### config.mk
export PLATFORM = sky130hd
export DESIGN_NAME = alu_issue_ctrl
export DESIGN_NICKNAME = d
export VERILOG_FILES = /design/src/rtl/alu_issue_ctrl.sv
export SDC_FILE = /design/constraint.sdc
export NUM_CORES = 1
export LEC_CHECK = 0
export CELL_PAD_IN_SITES_DETAIL_PLACEMENT = 1
export CELL_PAD_IN_SITES_GLOBAL_PLACEMENT = 1
export CORE_MARGIN = 2
export CORE_UTILIZATION = 47
export DETAILED_ROUTE_END_ITERATION = 8
export PLACE_DENSITY = 0.86
export SYNTH_ARGS = -nofsm -noshare
export SYNTH_HDL_FRONTEND = slang
export SYNTH_SLANG_ARGS = --single-unit
### constraint.sdc
create_clock -name clock -period 5.18 [get_ports clock]
set_input_delay 0.518 -clock clock [delete_from_list [all_inputs] [get_ports clock]]
set_output_delay 0.518 -clock clock [all_outputs]
set_load 0.02 [all_outputs]
### src/rtl/alu_issue_ctrl.sv
// Issue controller for the 8-bit ALU: queues instructions, issues them one at a time,
// waits the fixed ALU latency and presents the captured result on a valid/ready port.
module alu_issue_ctrl #(
    parameter int DEPTH     = 4,
    parameter int ALU_LAT   = 1,
    parameter int MUL_LAT   = 11,
    parameter int CHECK_CYC = 2
) (
    input  logic        clock,
    input  logic        reset,
    input  logic        in_valid,
    output logic        in_ready,
    input  logic [17:0] in_instr,
    output logic [17:0] alu_instr,
    output logic        alu_check,
    input  logic [15:0] alu_Y,
    input  logic        alu_overflow,
    input  logic        alu_Cout,
    output logic        res_valid,
    input  logic        res_ready,
    output logic [15:0] res_Y,
    output logic        res_overflow,
    output logic        res_Cout,
    output logic [2:0]  res_op,
    output logic        busy
);
    localparam int PTR_W   = $clog2(DEPTH);
    localparam int LAT_MAX = (MUL_LAT > ALU_LAT) ? MUL_LAT : ALU_LAT;
    localparam int CNT_W   = $clog2(LAT_MAX + 1);
    localparam int CHK_W   = $clog2(CHECK_CYC + 1);

    localparam logic [PTR_W:0]   FIFO_FULL = (PTR_W + 1)'(DEPTH);
    localparam logic [CNT_W-1:0] MUL_CNT   = CNT_W'(MUL_LAT);
    localparam logic [CNT_W-1:0] ALU_CNT   = CNT_W'(ALU_LAT);
    localparam logic [CHK_W-1:0] CHK_INIT  = CHK_W'(CHECK_CYC);
    localparam logic [2:0]       OP_MUL    = 3'b110;

    typedef enum logic [1:0] {IDLE, EXEC, DONE} state_t;

    state_t            state, state_next;
    logic [17:0]       mem [DEPTH];
    logic [PTR_W-1:0]  rd_ptr, wr_ptr;
    logic [PTR_W:0]    count, count_next;
    logic [CNT_W-1:0]  cnt;
    logic [CHK_W-1:0]  chk_cnt;
    logic [17:0]       head;
    logic              head_is_mul;
    logic              push, pop, capture, accept;

    // Full check looks at count only, so a pop in the same cycle never frees a slot early.
    assign in_ready    = !reset && (count != FIFO_FULL);
    assign push        = in_valid && in_ready;
    assign head        = mem[rd_ptr];
    assign head_is_mul = (head[17:15] == OP_MUL);

    always_ff @(posedge clock or posedge reset) begin
        if (reset) state <= IDLE;
        else       state <= state_next;
    end

    always_comb begin
        // NOTE: every output of this block gets a default first so no latch is inferred.
        state_next = state;
        pop        = 1'b0;
        capture    = 1'b0;
        accept     = 1'b0;
        case (state)
            IDLE: if (count != '0) begin
                pop        = 1'b1;
                state_next = EXEC;
            end
            EXEC: if (cnt == CNT_W'(1)) begin
                capture    = 1'b1;
                state_next = DONE;
            end
            DONE: if (res_ready) begin
                accept     = 1'b1;
                state_next = IDLE;
            end
            default: state_next = IDLE;
        endcase

        count_next = count;
        case ({push, pop})
            2'b10:   count_next = count + (PTR_W + 1)'(1);
            2'b01:   count_next = count - (PTR_W + 1)'(1);
            default: count_next = count;
        endcase
    end

    // NOTE: the storage array has no reset; count and pointers alone decide what is valid.
    always_ff @(posedge clock) begin
        if (push) mem[wr_ptr] <= in_instr;
    end

    always_ff @(posedge clock or posedge reset) begin
        if (reset) begin
            rd_ptr       <= '0;
            wr_ptr       <= '0;
            count        <= '0;
            cnt          <= '0;
            chk_cnt      <= '0;
            alu_instr    <= '0;
            alu_check    <= 1'b0;
            res_valid    <= 1'b0;
            res_Y        <= '0;
            res_overflow <= 1'b0;
            res_Cout     <= 1'b0;
            res_op       <= '0;
            busy         <= 1'b0;
        end else begin
            count <= count_next;
            busy  <= (state_next != IDLE) || (count_next != '0);
            if (push) wr_ptr <= wr_ptr + PTR_W'(1);

            if (pop) begin
                rd_ptr    <= rd_ptr + PTR_W'(1);
                alu_instr <= head;
                cnt       <= head_is_mul ? MUL_CNT : ALU_CNT;
                chk_cnt   <= head_is_mul ? CHK_INIT : '0;
                alu_check <= head_is_mul;
            end else if (state == EXEC) begin
                cnt       <= cnt - CNT_W'(1);
                // chk_cnt counts the check cycles still owed, including the current one.
                alu_check <= (chk_cnt > CHK_W'(1));
                if (chk_cnt != '0) chk_cnt <= chk_cnt - CHK_W'(1);
            end

            if (capture) begin
                res_valid    <= 1'b1;
                res_Y        <= alu_Y;
                res_overflow <= alu_overflow;
                res_Cout     <= alu_Cout;
                res_op       <= alu_instr[17:15];
            end else if (accept) begin
                res_valid <= 1'b0;
            end
        end
    end
endmodule
==> metrics.yaml <==
timing:
  fin_crit_sh: 0.615
  finalCriticalPeriod_ps: 3190
  setup_tns_ps: 0
  hold_violations: 0
  worstMarginPinSlew_ps: 1070
  maxSlewHeadroom: 0.285
  finalSetupViolCount: 0
  rsz0062_at_grt: "false"
  layout_setup_ws_ps: 1990
  slew_viol_final: 0
  fin_worst_skew_ps: 5.99
  max_freq_ghz: 0.314
yosys:
  syn_area_um2: 5040
  synth.area.top_cells: "edfxtp_1 43%, dfrtp_1 28%, mux4_2 8.0%, mux2_2 5.1%, nand2_1 4.5%"
  ys_seq_area_frac: 0.713
  synthCells: 312
  async_flop_share: 0.442
  syn-num-nets: 362
  ys_ff_latch: 129
  syn_avg_cell_area_um2: 16.1
  synth_top_area_cell: "edfxtp_1"
  ys_warn_count: 0
  yosys_most_used_dff: "edfxtp_1"
  netlist.area_leader.share: 0.429
  yosysUniqueCellTypes: 35
  netlist_top_cells_count: "72 x edfxtp_1, 61 x nand2_1, 57 x dfrtp_1"
  synth_edf_count: 72
  synth_most_common_cell: "edfxtp_1"
cells_and_area:
  drive_gt1_frac: 0.191
  diodes: 0
  fill_cells: 968
  fin_nets: 455
  synthToLayoutAreaGrowth_pct: 30.2
  ff_latch_area_um2: 3590
  multiInputGateArea_um2: 1350
clock_network:
  clkSinkCount: 129
  hold_buffers: 0
  clkSlewWorstSetupHoldPaths_ps: 60
  insertion_delay_ps: 530
  htree_num_levels: 4
  post_cts_buffers: 0
  cts_resized: 0
  numCtsBuffers: 17
  cts_tree: "done"
  clockBufferDepth: 2
  root_buffer: "clkbuf_8"
flow_run:
  max-cap-violations: 0
power_and_ir_drop:
  powerDensity_nw_per_um2: 658
  ir_worst_vdd_v: 0.000325
  p_leak_nw: 2.57
  power.total_mw: 4.31
grt:
  grt_max_degree: 58
  globalRouteOverflowTotal: 0
  grt_pass1_wl_mm: 17.8
  met3_usage: 0.0605
  grtUsageTotal: 0.212
  met1_usage: 0.245
  busiest_layer: "met2"
  grt_pass1_vias: 3312
  met2_usage: 0.372
  antenna_found_initial: 0
die:
  die_width_um: 108
  dieArea_um2: 11600
  num_rows: 37
  core_um2: 10400
  pin_count: 83
  die_y_um: 108
  start_util: 0.486
route:
  drt-pass1-iter-count: 5
  viasPerCell: 5.33
  wirelength_mm: 11.1
  drc: 0
  avgRoutedWirePerCell_um: 20.0
  ant_nets: 0
  dr_total_vias: 2952
  drtIter0Drc: 148
setup_path:
  critPathBufInv: 2
  path_delay_family: "simple AND/OR/NAND/NOR gates"
  worstPathCellList: "nor3_1 -> or3_1 -> buf_4 -> inv_2 -> ha_1 -> fa_1 -> xnor2_1 -> nor2_1 -> xor2_1 -> or4_1"
  cpPeakStageDelay_ps: 500
  cp.arrival_ps: 3590
  critPathSlowestCell: "or4_1"
  cp-end-kind: "flop"
  start_kind: "flop"
  crit_required_ps: 5580
  crit_type: "flop to flop"
  path_max_fanout: 25
place:
  post-place-ws_ps: 1970
  gp_congestion: 0.741
  io_buffers: 82
  hpwl_mm: 6.97
outcome:
  outcome: "finished, final reports clean"
hold_path:
  hold_class: "flop to flop"
through the flow:
step / util / hold slack, ps / std cells / instance area, µm²
after floorplan: - / 497 / 312 / 5040
after global placement: 0.577 / 463 / 522 / 5980
after detailed placement: 0.577 / 469 / 522 / 5980
after CTS: 0.632 / 484 / 554 / 6560
after global routing: 0.632 / 511 / 554 / 6560
final: 0.632 / 483 / 554 / 6560
path summary, 6_finish.rpt:
path | startpoint | cells past startpoint | slack [ps] | end
worst max register to register | count[0] | 10 | 1990 | busy
worst max-delay path | count[0] | 10 | 1990 | busy
min in group asynchronous | reset | 3 | 550 | wr_ptr[0]
max in group asynchronous | reset | 3 | 4140 | chk_cnt[1]
worst min-delay path | alu_instr[3] | 2 | 480 | alu_instr[3]
worst min register to register | alu_instr[3] | 2 | 480 | alu_instr[3]
per-layer routing:
layer | up-vias | routed length, µm
li1 | 1312 | -
met1 | 1510 | 4420
met2 | 112 | 5840
met3 | 18 | 644
met4 | 0 | 168
met5 | - | 0
layout make-up:
class                           instances  area share
Tap cell                              136      0.0260
Sequential cell                       129       0.547
Clock buffer                           23      0.0760
Inverter                                9     0.00515
Multi-Input combinational cell        163       0.205
Clock inverter                          9      0.0116
Timing Repair Buffer                   85       0.129
sequential cells by signal, summed over array words and instances, names as in the netlist, 2 cells and up:
signal / count
res_op: 3
rd_ptr: 2
count: 3
mem: 72
chk_cnt: 2
alu_instr: 18
cnt: 4
state: 2
wr_ptr: 2
res_Y: 16
worst register-to-register path, delay by kind of cell, from the launching register on:
| kind | cells | cell delay [ps] |
|---|---|---|
| XOR/XNOR | 2 | 300 |
| flip-flops | 1 | 460 |
| adder cells (fa/ha/maj) | 2 | 720 |
| buffers and inverters | 2 | 600 |
| AND/OR/NAND/NOR | 4 | 980 |
report_power, final:
part | switching, mW | total, mW | internal, mW
clock network | 0.428 | 1.14 | 0.712
registers | 0.202 | 1.59 | 1.39
logic | 0.831 | 1.58 | 0.753
kinds of logic after synthesis:
logic type,after synthesis,share of synthesized area
flip-flops,129,0.713
AND/OR/NAND/NOR,91,0.0805
multiplexers,41,0.132
buffers and inverters,20,0.0204
AO/OA/AOI/OAI,13,0.0144
adder cells (fa/ha/maj),10,0.0263
XOR/XNOR,8,0.0139
cell usage in the layout (no fill, tap or decap), types with 2 or more instances in the layout:
cell type         n
and3_1            4
xnor2_1           6
clkbuf_16        17
clkinvlp_4        2
nand2_1          61
clkinv_2          5
mux2_2           23
or3_1             3
a21oi_1           4
nor4_1            2
nor2_1            9
mux4_2           18
edfxtp_1         72
o21ai_0           6
xor2_1            2
dfrtp_1          57
inv_2             2
clkbuf_8          5
ha_1              9
nor3_1            2
buf_4             3
inv_1             7
clkdlybuf4s50_1  82
No activity file was read; power rests on OpenSTA's default activity.
==> patch, RTL diff (same flow settings) <==
Change the parameter `CHECK_CYC` from 2 to 8.
--- a/src/rtl/alu_issue_ctrl.sv
+++ b/src/rtl/alu_issue_ctrl.sv
@@ -4,7 +4,7 @@
     parameter int DEPTH     = 4,
     parameter int ALU_LAT   = 1,
     parameter int MUL_LAT   = 11,
-    parameter int CHECK_CYC = 2
+    parameter int CHECK_CYC = 8
 ) (
     input  logic        clock,
     input  logic        reset,
Formal check against the unedited RTL: not equivalent (a bounded check fails within 10 cycles, from zero or initial values and one cycle with reset high).
==> patch against the original RTL <==
Worst setup slack got worse by 0.20 ns. Via count fell by 0.54%. Count of clock-buffer cells in the layout fell by 6. Synthesized cell count rose by 1.3%. Sequential cell count rose by 2. Cell area rose by 1.7%. Power rose by 0.72%. Non-clock buffer count did not move. Synthesized area rose by 1.8%. Hold slack improved by 0.0014 ns. Wire length rose by 2.4%. Highest routed layer unchanged.
==> patch: results (changes against the original RTL) <==
worst_setup_path:
  crit_arrival_ns: 3.76  # was 3.59 ns
  max_stage_delay_ns: 0.77  # was 0.50 ns
  reg2reg_depth: 9  # was 10
  r2r_end: "busy"  # unchanged
  slowest_stage: "or3_1"  # was or4_1
  path_max_fanout: 24  # was 25
  regToRegStartpoint: "count[2]"  # was count[0]
yosys:
  synth_xor_area_share_pct: 1.88  # was 1.39%
  syn-num-nets: 367  # was 362
  yosys-top-cells-area: "edfxtp_1 (42%), dfrtp_1 (29%), mux2_2 (5.3%), mux4_2 (4.4%), nand2_1 (4.2%)"  # was edfxtp_1 (43%), dfrtp_1 (28%), mux4_2 (8.0%), mux2_2 (5.1%), nand2_1 (4.5%)
  synth_cell_types: 33  # was 35
  async_flop_share_pct: 45.0  # was 44.2%
  synth_seq_area_share_pct: 71.0  # was 71.3%
  synthesis.area_per_instance_um2: 16.2  # was 16.1 um^2
  synthAdderAreaFrac_pct: 2.83  # was 2.63%
  synth_compound_area_share_pct: 1.61  # was 1.44%
  synthMuxAreaShare_pct: 13.8  # was 13.2%
detailed_routing:
  dr_wl_met2_um: 6240  # was 5840 um
  drtIter0Drc: 174  # was 148
  drt-met1-wl_um: 4570  # was 4420 um
  viasPerCell: 5.22  # was 5.33
  num_vias: 2936  # was 2952
  wl_per_cell_um: 20.2  # was 20.0 um
  wl_met3_um: 406  # was 644 um
  first_pass_iters: 4  # was 5
sta:
  hold-worst-slack_ns: 0.485  # was 0.483 ns
  worstMarginPinSlew_ns: 0.995  # was 1.07 ns
  finClkSkew_ns: 0.00631  # was 0.00599 ns
placed_design:
  gp_congestion: 0.765  # was 0.741
  hpwl_um: 7060  # was 6970 um
  dpl_cell_area_mm2: 0.00609  # was 0.00598 mm^2
clocking:
  clockBufferDepth: 2  # unchanged
  htree_levels: 4  # unchanged
  cts-root-buf: "clkbuf_8"  # unchanged
  clock_latency_ns: 0.51  # was 0.53 ns
layout:
  multi_input_area_share_pct: 20.8  # was 20.5%
  drive_gt1_share_pct: 16.4  # was 19.1%
  fillers: 991  # was 968
  seq_share_pct: 54.6  # was 54.7%
  seq_cells: 131  # was 129
  clock_cell_area_share_pct: 8.71  # was 8.76%
  clkbuf_count: 17  # was 23
  post-route-util_pct: 62.1  # was 63.2%
  inv_count: 11  # was 9
global_routing:
  grt_max_degree: 60  # was 58
  track_usage_pct: 21.2  # about the same
  grt_pass1_vias: 3454  # was 3312
  grt_pass1_wl_um: 18200  # was 17800 um
power:
  switchingPower_uw: 1470  # was 1460 uW
  ir_drop_mv: 0.316  # was 0.325 mV
  leakagePower_uw: 0.00261  # was 0.00257 uW
status:
  status: "complete, no violations"  # unchanged
hold_path:
  whs_endpoint: "alu_instr[10]"  # was alu_instr[3]
floorplanning:
  rows: 38  # was 37
==> patch: critical path, delay by kind of cell (launching register included) <==
family,cells,cell delay (ns)
adder cells (fa/ha/maj),2,0.70
AND/OR/NAND/NOR,4,1.51
buffers and inverters,1,0.28
XOR/XNOR,2,0.34
flip-flops,1,0.42
==> patch: power by group through the flow <==
stage / Clock, uW / Combinational (uW) / Sequential, uW
final: 1170 / 1570 / 1610
after global routing: 1230 / 1710 / 1650
after CTS: 1180 / 1590 / 1610
after detailed placement: 0 / 1560 / 1630
after global placement: 0 / 1480 / 1600
after floorplan: 0 / 812 / 1740
==> patch: layer usage <==
metal  track usage, %  vias up
met3             4.64        9
li1                 -     1330
met4             9.16        0
met1             24.5     1527
met5                0        -
met2             37.9       70
==> patch: how the worst max path moves through the flow <==
stage,startpoint,endpoint,slack (ns)
floorplan,reset,busy,2.35
global placement,count[2],busy,2.00
detailed placement,count[1],busy,1.84
CTS,count[2],busy,1.75
global route,count[0],busy,1.58
finish,count[2],busy,1.80
